### src/rtl/axil_ic_pkg.sv
// Shared types and helpers for the priority AXI-Lite interconnect arbiters.
package axil_ic_pkg;

  typedef enum logic [1:0] {IDLE, ADDR, DATA} arb_state_t;

  localparam int unsigned MAX_MASTERS = 32;
  localparam int unsigned MAX_ID_W    = $clog2(MAX_MASTERS);

  // OR-reduction encoder: only valid for one-hot or all-zero inputs.
  function automatic logic [MAX_ID_W-1:0] onehot_to_bin(input logic [MAX_MASTERS-1:0] oh);
    logic [MAX_ID_W-1:0] b;
    b = '0;
    for (int unsigned i = 0; i < MAX_MASTERS; i++) begin
      if (oh[i]) b = b | MAX_ID_W'(i);
    end
    return b;
  endfunction

endpackage

### src/rtl/axil_prio_select.sv
// Combinational rotating-start priority selector: first set request at or
// after i_start (wrapping) wins; returns one-hot and binary winner.
module axil_prio_select
  import axil_ic_pkg::*;
#(
  parameter  int NUMBER_MASTER = 4,
  localparam int ID_WIDTH      = $clog2(NUMBER_MASTER)
) (
  input  logic [NUMBER_MASTER-1:0] i_req,
  input  logic [ID_WIDTH-1:0]      i_start,
  output logic [NUMBER_MASTER-1:0] o_grant,
  output logic [ID_WIDTH-1:0]      o_grant_id
);

  localparam int unsigned N_U = NUMBER_MASTER;

  always_comb begin : search
    logic        found;
    int unsigned idx;
    o_grant = '0;
    found   = 1'b0;
    idx     = 0;
    for (int unsigned i = 0; i < N_U; i++) begin
      idx = (32'(i_start) + i) % N_U;
      if (!found && i_req[idx]) begin
        found        = 1'b1;
        o_grant[idx] = 1'b1;
      end
    end
  end

  assign o_grant_id = ID_WIDTH'(onehot_to_bin(MAX_MASTERS'(o_grant)));

endmodule

### src/rtl/axil_arbiter_rd.sv
// AXI-Lite read-channel arbiter: holds one grant from AR acceptance to R handshake.
// Define AXIL_ARB_RD_ROUND_ROBIN_EN for round-robin; fixed lowest-index priority otherwise.
module axil_arbiter_rd
  import axil_ic_pkg::*;
#(
  parameter  int NUMBER_MASTER = 4,
  localparam int ID_WIDTH      = $clog2(NUMBER_MASTER)
) (
  input  logic                     aclk,
  input  logic                     aresetn,
  input  logic [NUMBER_MASTER-1:0] m_axil_arvalid,
  input  logic                     ar_ready,
  input  logic                     r_valid,
  input  logic                     r_ready,
  output logic [NUMBER_MASTER-1:0] grant,
  output logic [ID_WIDTH-1:0]      grant_id,
  output logic                     grant_valid,
  output logic                     ar_phase
);

  arb_state_t               r_state, w_state_nxt;
  logic [NUMBER_MASTER-1:0] r_grant, w_grant_nxt;
  logic [ID_WIDTH-1:0]      r_grant_id, w_grant_id_nxt;
  logic                     r_grant_valid, w_grant_valid_nxt;
  logic                     r_ar_phase, w_ar_phase_nxt;
  logic [NUMBER_MASTER-1:0] w_win;
  logic [ID_WIDTH-1:0]      w_win_id;
  logic [ID_WIDTH-1:0]      w_start;
  logic                     w_ar_hs;

`ifdef AXIL_ARB_RD_ROUND_ROBIN_EN
  localparam logic [ID_WIDTH-1:0] LAST_ID = ID_WIDTH'(NUMBER_MASTER - 1);
  logic [ID_WIDTH-1:0] r_rr_ptr, w_rr_ptr_nxt;

  assign w_start = (r_rr_ptr == LAST_ID) ? '0 : r_rr_ptr + ID_WIDTH'(1);
`else
  assign w_start = '0;
`endif

  axil_prio_select #(.NUMBER_MASTER(NUMBER_MASTER)) u_sel (
    .i_req      (m_axil_arvalid),
    .i_start    (w_start),
    .o_grant    (w_win),
    .o_grant_id (w_win_id)
  );

  assign w_ar_hs = m_axil_arvalid[r_grant_id] & ar_ready;

  always_comb begin
    w_state_nxt       = r_state;
    w_grant_nxt       = r_grant;
    w_grant_id_nxt    = r_grant_id;
    w_grant_valid_nxt = r_grant_valid;
    w_ar_phase_nxt    = r_ar_phase;
`ifdef AXIL_ARB_RD_ROUND_ROBIN_EN
    w_rr_ptr_nxt      = r_rr_ptr;
`endif
    case (r_state)
      IDLE: if (|m_axil_arvalid) begin
        w_grant_nxt       = w_win;
        w_grant_id_nxt    = w_win_id;
        w_grant_valid_nxt = 1'b1;
        w_ar_phase_nxt    = 1'b1;
        w_state_nxt       = ADDR;
`ifdef AXIL_ARB_RD_ROUND_ROBIN_EN
        w_rr_ptr_nxt      = w_win_id;
`endif
      end
      ADDR: if (w_ar_hs) begin
        w_ar_phase_nxt = 1'b0;
        w_state_nxt    = DATA;
      end
      DATA: if (r_valid && r_ready) begin
        w_grant_nxt       = '0;
        w_grant_id_nxt    = '0;
        w_grant_valid_nxt = 1'b0;
        w_state_nxt       = IDLE;
      end
      default: w_state_nxt = IDLE;
    endcase
  end

  always_ff @(posedge aclk) begin
    if (!aresetn) begin
      r_state       <= IDLE;
      r_grant       <= '0;
      r_grant_id    <= '0;
      r_grant_valid <= 1'b0;
      r_ar_phase    <= 1'b0;
    end else begin
      r_state       <= w_state_nxt;
      r_grant       <= w_grant_nxt;
      r_grant_id    <= w_grant_id_nxt;
      r_grant_valid <= w_grant_valid_nxt;
      r_ar_phase    <= w_ar_phase_nxt;
    end
  end

`ifdef AXIL_ARB_RD_ROUND_ROBIN_EN
  always_ff @(posedge aclk) begin
    if (!aresetn) r_rr_ptr <= LAST_ID;
    else          r_rr_ptr <= w_rr_ptr_nxt;
  end
`endif

  assign grant       = r_grant;
  assign grant_id    = r_grant_id;
  assign grant_valid = r_grant_valid;
  assign ar_phase    = r_ar_phase;

endmodule

### config.mk
export PLATFORM = sky130hd
export DESIGN_NAME = axil_arbiter_rd
export DESIGN_NICKNAME = d
export VERILOG_FILES = /design/src/rtl/axil_ic_pkg.sv /design/src/rtl/axil_prio_select.sv /design/src/rtl/axil_arbiter_rd.sv
export SDC_FILE = /design/constraint.sdc
export NUM_CORES = 1
export LEC_CHECK = 0
export BUFFER_PORTS_ARGS = -buffer_cell sky130_fd_sc_hd__clkbuf_2
export CAP_MARGIN = 10
export CORE_AREA = 2 2 39 41
export DETAILED_ROUTE_END_ITERATION = 7
export DIE_AREA = 0 0 41 43
export GPL_ROUTABILITY_DRIVEN = 0
export SYNTH_ARGS = -nofsm -noshare
export SYNTH_HDL_FRONTEND = slang
export SYNTH_SLANG_ARGS = --single-unit
### constraint.sdc
create_clock -name aclk -period 1.65 [get_ports aclk]
set_clock_uncertainty 0.05 [all_clocks]
set_input_delay 0.33 -clock aclk [delete_from_list [all_inputs] [get_ports aclk]]
set_output_delay 0.33 -clock aclk [all_outputs]
set_load 0.01 [all_outputs]
[Yosys cells after proc, flatten, opt, wreduce, memory -nomap -nowiden]
Index checks and enable logic that the tools add are counted.
Cells by class
  multiply operators: 0
  shift operators: 0
  add/subtract/negate cells: 0
  muxes and demuxes: 26
  bitwise operators: 1
  reduce and logical (&&, ||, !) cells: 14
  divide/modulo/power cells: 0
  eq/ne operators: 5
  $lt $le $gt $ge: 1
Operators by type and width (count)
  2-bit two-way mux: 7
  4-bit two-way mux: 3
  1-bit two-way mux: 9
  3-bit AND reduction: 3
  4-bit one-hot mux with 2 select lines: 1
  2-bit inequality test (second input constant): 3
  2-bit one-hot mux with 3 select lines: 1
  1-bit logical AND: 4
  1-bit one-hot mux with 2 select lines: 2
  2-bit one-hot mux with 2 select lines: 1
  2-bit nonzero test: 2
  4-bit OR reduction: 1
  1-bit zero test: 3
  2-bit by 3-bit less-than comparator with 1-bit output (second input constant): 1
  3-bit two-way mux: 1
  1-bit binary-select mux with 2-bit select: 1
  2-bit by 1-bit == test with 1-bit output (second input constant): 1
  2-bit == test (second input constant): 1
  2-bit zero test: 1
  1-bit AND: 1
Word-level totals
  bits in writable memories: 0
  register bits after elaboration: 10
  bits in read-only memories: 0
  logic and storage cells: 52
  output and inout bits: 8
  latch bits: 0
  memories: 0

[Depth between registers and ports, before layout]
Gate-level depths: netlist (run 1).
  word-level depth: 15
  gate-level depth with buffers: 4

[By module]
From an unflattened synthesis (run 1), not the netlist that was laid out.
Second synthesis, totals
  cell total of the unflattened synthesis: 87
  area total of the unflattened synthesis: 762.0 um^2
By module, submodules not included
  axil_arbiter_rd: area an instance 439.2 um^2, times used 1, sequential area each 200.2 um^2, cells each 52
  axil_prio_select: area an instance 322.8 um^2, times used 1, sequential area each 0.0 um^2, cells each 35

[Worst setup path after synthesis (run 1)]
Ideal clock, no wire load.
  path type: in2reg
  start point: input m_axil_arvalid[0]
  end point: register r_state[0]
  buffers on the path: 0
  arrival: 0.965 ns
  setup slack: 0.501 ns
  data required time: 1.466 ns
  setup time: 0.134 ns
  stages on the path: 3
  cells stage by stage: nor4_4 nand2b_2 o22ai_1
On the way
  cells in the longest elaborated chain, start to end: 5
Ends and longest elaborated chain
  from (decl): line axil_arbiter_rd.sv:11  | input logic [NUMBER_MASTER-1:0] m_axil_arvalid,
  1-bit binary-select mux with 2-bit select: line axil_arbiter_rd.sv:47  | assign w_ar_hs = m_axil_arvalid[r_grant_id] & ar_ready;
  1-bit two-way mux (not written as such): line axil_arbiter_rd.sv:47
  1-bit AND: line axil_arbiter_rd.sv:47
  2-bit inequality test (no source line)
  3-bit AND reduction (no source line) (*)
  to (signal assigned): line axil_arbiter_rd.sv:91  | r_state <= w_state_nxt;
  to (decl): line axil_arbiter_rd.sv:21  | arb_state_t r_state, w_state_nxt;
Mark *: on every way between the ends. The rest lies on a longest branch, timed or not. The select of a mux whose other input is x is not followed.
A chain may end at the register's enable or synchronous reset.

[Final worst setup path (run 1)]
  start point: register r_state[1]
  end point: register r_grant_id[1] (netlist: grant_id[1])
On the way
  cells in the longest elaborated chain, start to end: 3
Ends and longest elaborated chain
  2-bit == test or 2-bit zero test (tied branches): line axil_arbiter_rd.sv:58  | case (r_state)
  2-bit inequality test (no source line) or 2-bit nonzero test (tied branches)
  3-bit AND reduction (no source line)
  to (signal assigned): line axil_arbiter_rd.sv:93  | r_grant_id <= w_grant_id_nxt;
  to (decl): line axil_arbiter_rd.sv:23  | logic [ID_WIDTH-1:0] r_grant_id, w_grant_id_nxt;
Parallel ways exist; a longest one is shown, timed or not.

==> results of run 1 <==
## where the power goes
part	switching, uW	leakage (uW)	total, uW	internal (uW)
Combinational	71.4	0.000167	133	61.8
Sequential	32.0	0.0000823	299	267
Clock	78.2	0.0000138	162	84.1
## worst min path at each step
stage | end | slack [ps] | cells after the start
global placement | ar_phase$_SDFFE_PN0P_ | 410 | 2
CTS | r_state[1]$_SDFFE_PN0P_ | 260 | 2
detailed placement | grant_valid$_SDFFE_PN0P_ | 400 | 2
global route | r_state[1]$_SDFFE_PN0P_ | 270 | 2
finish | r_state[1]$_SDFFE_PN0P_ | 260 | 2
floorplan | r_state[1]$_SDFFE_PN0P_ | 410 | 1
## area by class of cell
type                    count  area share [%]
flip-flops and latches     10            32.3
clock buffers               3            3.63
inverters                   2            1.21
repair buffers             16            12.9
multi-input cells          41            46.8
well taps                  16            3.23
## placed cells by master, fill, tap and decap left out
cell type,instances
clkbuf_2,16
dfxtp_1,10
nand2_1,8
a21oi_1,7
o311ai_1,6
nor2b_1,3
clkbuf_4,3
o21ai_0,2
mux2i_1,2
o22ai_1,2
nor4_2,1
nor4_4,1
nand4b_2,1
clkinv_1,1
nor2_1,1
nand2b_2,1
and2_1,1
nand2b_1,1
a21o_1,1
o211a_1,1
nor3_1,1
inv_1,1
a221oi_2,1
## sequential cells by signal, summed over array words and instances, names as in the netlist
| register | cells |
|---|---|
| grant | 4 |
| ar_phase | 1 |
| grant_valid | 1 |
| grant_id | 2 |
| r_state | 2 |
## per-layer routing
metal	share of wire, %	vias up
met4	1.1	0
met5	0	-
met3	5.8	2
met2	47	14
li1	-	242
met1	46	213
## critical path, stage by stage (launching register included)
cell and delay [ps]:
dfxtp_1 580, nand4b_2 290, o311ai_1 170, a21oi_1 110
## stage by stage
stage               setup slack (ps)  hold slack (ps)  power (uW)  area (sq um)
finish                           344              263         595           621
CTS                              352              259         603           621
detailed placement               236              402         439           598
global route                     213              273         630           621
floorplan                        501              413         398           517
global placement                 261              405         438           598
## kinds of logic after synthesis
family / after synthesis / synth area share, %
flip-flops: 10 / 38.7
buffers and inverters: 4 / 5.08
AO/OA/AOI/OAI: 20 / 27.6
multiplexers: 2 / 3.87
AND/OR/NAND/NOR: 19 / 24.7
==> results.yml, run 1 <==
yosys:
  netlist_area_sq_um: 517
  seq_area_frac_synth_pct: 38.7
  yosys.area.top_type: "dfxtp_1"
  synth_nets: 64
  synth_top_cell_area_share_pct: 38.7
  synth_most_common_cell: "dfxtp_1"
  ys_ff_latch: 10
  syn_area_per_cell_sq_um: 9.40
  synth_warnings: 0
  synth_cell_type_count: 23
  yosys-top-cells-area: "dfxtp_1, o311ai_1, a21oi_1"
  synthArstFlopShare_pct: 0
  ys.flop_type: "dfxtp_1"
  ys_top_cells_by_count: "dfxtp_1, nand2_1, a21oi_1, o311ai_1, nor2b_1"
  synth_edf_count: 0
  synthCells: 55
setup_path:
  r2r_start: "r_state[1]$_SDFFE_PN0P_"
  cp.required_ps: 1740
  cp-start-kind: "register"
  critPathLaunch: "r_state[1]$_SDFFE_PN0P_"
  worst_setup_path_end_kind: "register"
  rr_endpoint: "grant_id[1]$_SDFFE_PN0P_"
  reg2regPathDepth: 3
  timing.reg2reg.setup_slack_ps: 340
  cp.arrival_ps: 1400
  crit_path_end: "grant_id[1]$_SDFFE_PN0P_"
  crit_fanout: 12
  critPathKind: "register to register"
place:
  dp_hpwl_microns: 801
  port_buffers: 16
  numPlacedInstances: 85
cts:
  cts.sinks: 10
  cts_resized: 0
  cts-root-buf: "clkbuf_4"
  clk_latency_ps: 260
  max-clock-path-buffers: 2
  cts_hold_buf: 0
  path_clk_slew_ps: 60
  cts_setup_buffers: 0
  htree_levels: 1
  cts_buffers: 3
  tritoncts: "done"
global_routing:
  top_usage_layer: "met2"
  grtUsageMet1_pct: 18.1
  gr-usage-all-layers_pct: 14.7
  grt_max_degree: 13
  overflow: 0
  grt_pass1_vias: 433
  grt_util_met2_pct: 20.6
  met3_usage_pct: 7.85
  grt_pass1_wl_mm: 1.73
  antenna_found_initial: 0
die:
  core_area_sq_um: 1380
  die_area_sq_um: 1760
  fp.dieH_microns: 43
  ios: 17
  dieWidth_microns: 41
  fp-row-count: 14
  start_util_pct: 37.3
sta:
  min_period_ps: 1310
  setup_viol_count_final: 0
  hold_violations: 0
  fmax_mhz: 766
  slew_headroom_pct: 71.6
  slew_viol_final: 0
  setup-tns-final_ps: 0
  tightest_slew_ps: 426
  rsz0062_at_grt: "false"
  post-route-period-util_pct: 79.1
power:
  leakage_uw: 0.000263
  peakVddDrop_mv: 0.697
  powerDensity_nw_per_um2: 958
routing:
  drt-pass1-iter-count: 5
  drc_errors: 0
  wire_per_inst_microns: 11.9
  vias: 471
  ant_nets: 0
  routed_wl_mm: 1.05
  drt_iter0_markers: 4
  avgViaCountPerCell: 5.35
outcome:
  status: "complete, no violations"
layout:
  nNetsFinal: 83
  n_fill_cell: 147
  syn2layout_area_growth_pct: 20.1
  final_core_utilization_pct: 44.8
  regArea_sq_um: 200
  multi_input_area_sq_um: 290
  antennaDiodeCount: 0
  layout.cells.non_filler: 88
  drive_gt1_share_pct: 33.3
min_path:
  hp-class: "primary input to register"
  min_from: "aresetn"
job:
  cap_violations: 0
Power figures use the tool's default switching activity.
==> run 2: changes to the inputs <==
==> constraint.sdc (replaced) <==
create_clock -name aclk -period 1.3 [get_ports aclk]
set_clock_uncertainty 0.05 [all_clocks]
set_input_delay 0.26 -clock aclk [delete_from_list [all_inputs] [get_ports aclk]]
set_output_delay 0.26 -clock aclk [all_outputs]
set_load 0.01 [all_outputs]
==> run 2 against run 1 <==
Against the previous run: register-to-register slack lost 210 ps; power grew 28%; final area grew 4.8%; count of clock-buffer cells in the layout stayed put.
==> results.yml, run 2 (synthesized netlist as in run 1, its figures left out) <==
outcome:
  status: "complete, no violations"
sta:
  post-route-period-util_pct: 89.8
  fmax_mhz: 856
  setup_viol_count_final: 0
  setup-tns-final_ps: 0
  hold_violations: 0
  rsz0062_at_grt: "false"
  tightest_slew_ps: 373
  slew_headroom_pct: 75.1
  slew_viol_final: 0
  min_period_ps: 1170
power:
  seqPwrFrac_pct: 48.6
  clkPwrFrac_pct: 26.0
  swShare_pct: 29.7
  powerDensity_nw_per_um2: 1170
  p_int_uw: 537
  combPwrFrac_pct: 25.5
  power.switching_uw: 226
  leakage_uw: 0.000283
  peakVddDrop_mv: 0.803
routing:
  drt-pass1-iter-count: 3
  ant_nets: 0
  wire_per_inst_microns: 11.8
  drc_errors: 0
  routed_wl_mm: 1.09
  drt_iter0_markers: 4
  avgViaCountPerCell: 5.35
  vias: 492
setup_path:
  cp.required_ps: 1430
  slowest_delay_ps: 370
  r2r_start: "r_state[1]$_SDFFE_PN0P_"
  crit_path_end: "grant_id[0]$_SDFFE_PN0P_"
  rr_endpoint: "grant_id[0]$_SDFFE_PN0P_"
  cp.arrival_ps: 1300
  crit_fanout: 7
  path_cells: "buf_4 > nor3_1 > o21ai_0 > a21oi_1"
  worst_setup_path_end_kind: "register"
  timing.reg2reg.setup_slack_ps: 130
  critPathKind: "register to register"
  critPathLaunch: "r_state[1]$_SDFFE_PN0P_"
  crit_slowest_cell: "dfxtp_1"
  cp-start-kind: "register"
  reg2regPathDepth: 4
cts:
  cts_setup_buffers: 0
  max-clock-path-buffers: 2
  htree_levels: 1
  clk_latency_ps: 260
  tritoncts: "done"
  cts_buffers: 3
  cts.sinks: 10
  cts_resized: 0
  cts_hold_buf: 0
  cts-root-buf: "clkbuf_4"
  path_clk_slew_ps: 60
global_routing:
  grt_max_degree: 10
  overflow: 0
  antenna_found_initial: 0
  grt_pass1_vias: 450
  grt_pass1_wl_mm: 1.87
  gr-usage-all-layers_pct: 16.2
layout:
  drive_gt1_share_pct: 36.8
  layout_commonest_cell: "clkbuf_2"
  final_cell_mix: "clkbuf_2, dfxtp_1, nand2_1"
  final_core_utilization_pct: 47.0
  antennaDiodeCount: 0
  n_fill_cell: 135
  largest_reg_flops: 4
  nNetsFinal: 87
  syn2layout_area_growth_pct: 25.9
job:
  cap_violations: 0
min_path:
  hp-class: "primary input to register"
  min_path_cells: 2
die:
  dieWidth_microns: 41
  ios: 17
  core_area_sq_um: 1380
  fp-row-count: 14
  die_area_sq_um: 1760
  fp.dieH_microns: 43
  start_util_pct: 37.3
place:
  port_buffers: 16
  dp_hpwl_microns: 851
run 2: changes by cell type in the layout (fill, tap and decap cells not counted):
cell   previous run  this run
buf_4             0         4
run 2: final cells by class:
class                   instances  area [sq um]  share of cell area (%)
inverters                       2          7.51                    1.15
flip-flops and latches         10           200                    30.8
well taps                      16          20.0                    3.08
clock buffers                   3          22.5                    3.46
multi-input cells              41           290                    44.6
repair buffers                 20           110                    16.9
run 2: worst min path at each step:
| stage | from | to | slack (ps) |
|---|---|---|---|
| final | aresetn | r_state[1]$_SDFFE_PN0P_ | 200 |
| after global placement | grant_valid$_SDFFE_PN0P_ | grant_valid$_SDFFE_PN0P_ | 400 |
| after global routing | aresetn | r_state[1]$_SDFFE_PN0P_ | 200 |
| after detailed placement | grant_valid$_SDFFE_PN0P_ | grant_valid$_SDFFE_PN0P_ | 400 |
| after floorplan | aresetn | r_state[1]$_SDFFE_PN0P_ | 340 |
| after CTS | aresetn | r_state[1]$_SDFFE_PN0P_ | 190 |
run 2: stage by stage:
| step | instance area [sq um] | setup WS (ps) | cells | hold slack, ps | power (uW) |
|---|---|---|---|---|---|
| finish | 651 | 132 | 92 | 200 | 763 |
| detailed placement | 628 | 53.2 | 89 | 403 | 574 |
| floorplan | 517 | 194 | 55 | 343 | 505 |
| global placement | 628 | 74.5 | 89 | 402 | 574 |
| CTS | 651 | 123 | 92 | 188 | 780 |
| global route | 651 | 19.6 | 92 | 197 | 829 |
run 2: metal layers:
metal	routed length, microns	up-vias	part of all wire (%)	global-route usage, %
met5	0	-	0	0
met2	515	14	47	23.1
met3	69	0	6.3	9.42
li1	-	251	-	-
met4	0	0	0	6.00
met1	505	227	46	19.5
run 2: power groups by stage:
stage | Clock (uW) | Combinational, uW | Sequential (uW)
global placement | 0 | 195 | 378
CTS | 212 | 196 | 371
global route | 236 | 217 | 376
floorplan | 0 | 129 | 376
finish | 198 | 194 | 371
detailed placement | 0 | 195 | 378
run 2: critical path: cells and delay by family (launching register included):
family	cells	cell delay, ps
DFF	1	370
AOI/OAI and AO/OA	2	290
and+or+nand+nor	1	210
buffers and inverters	1	180
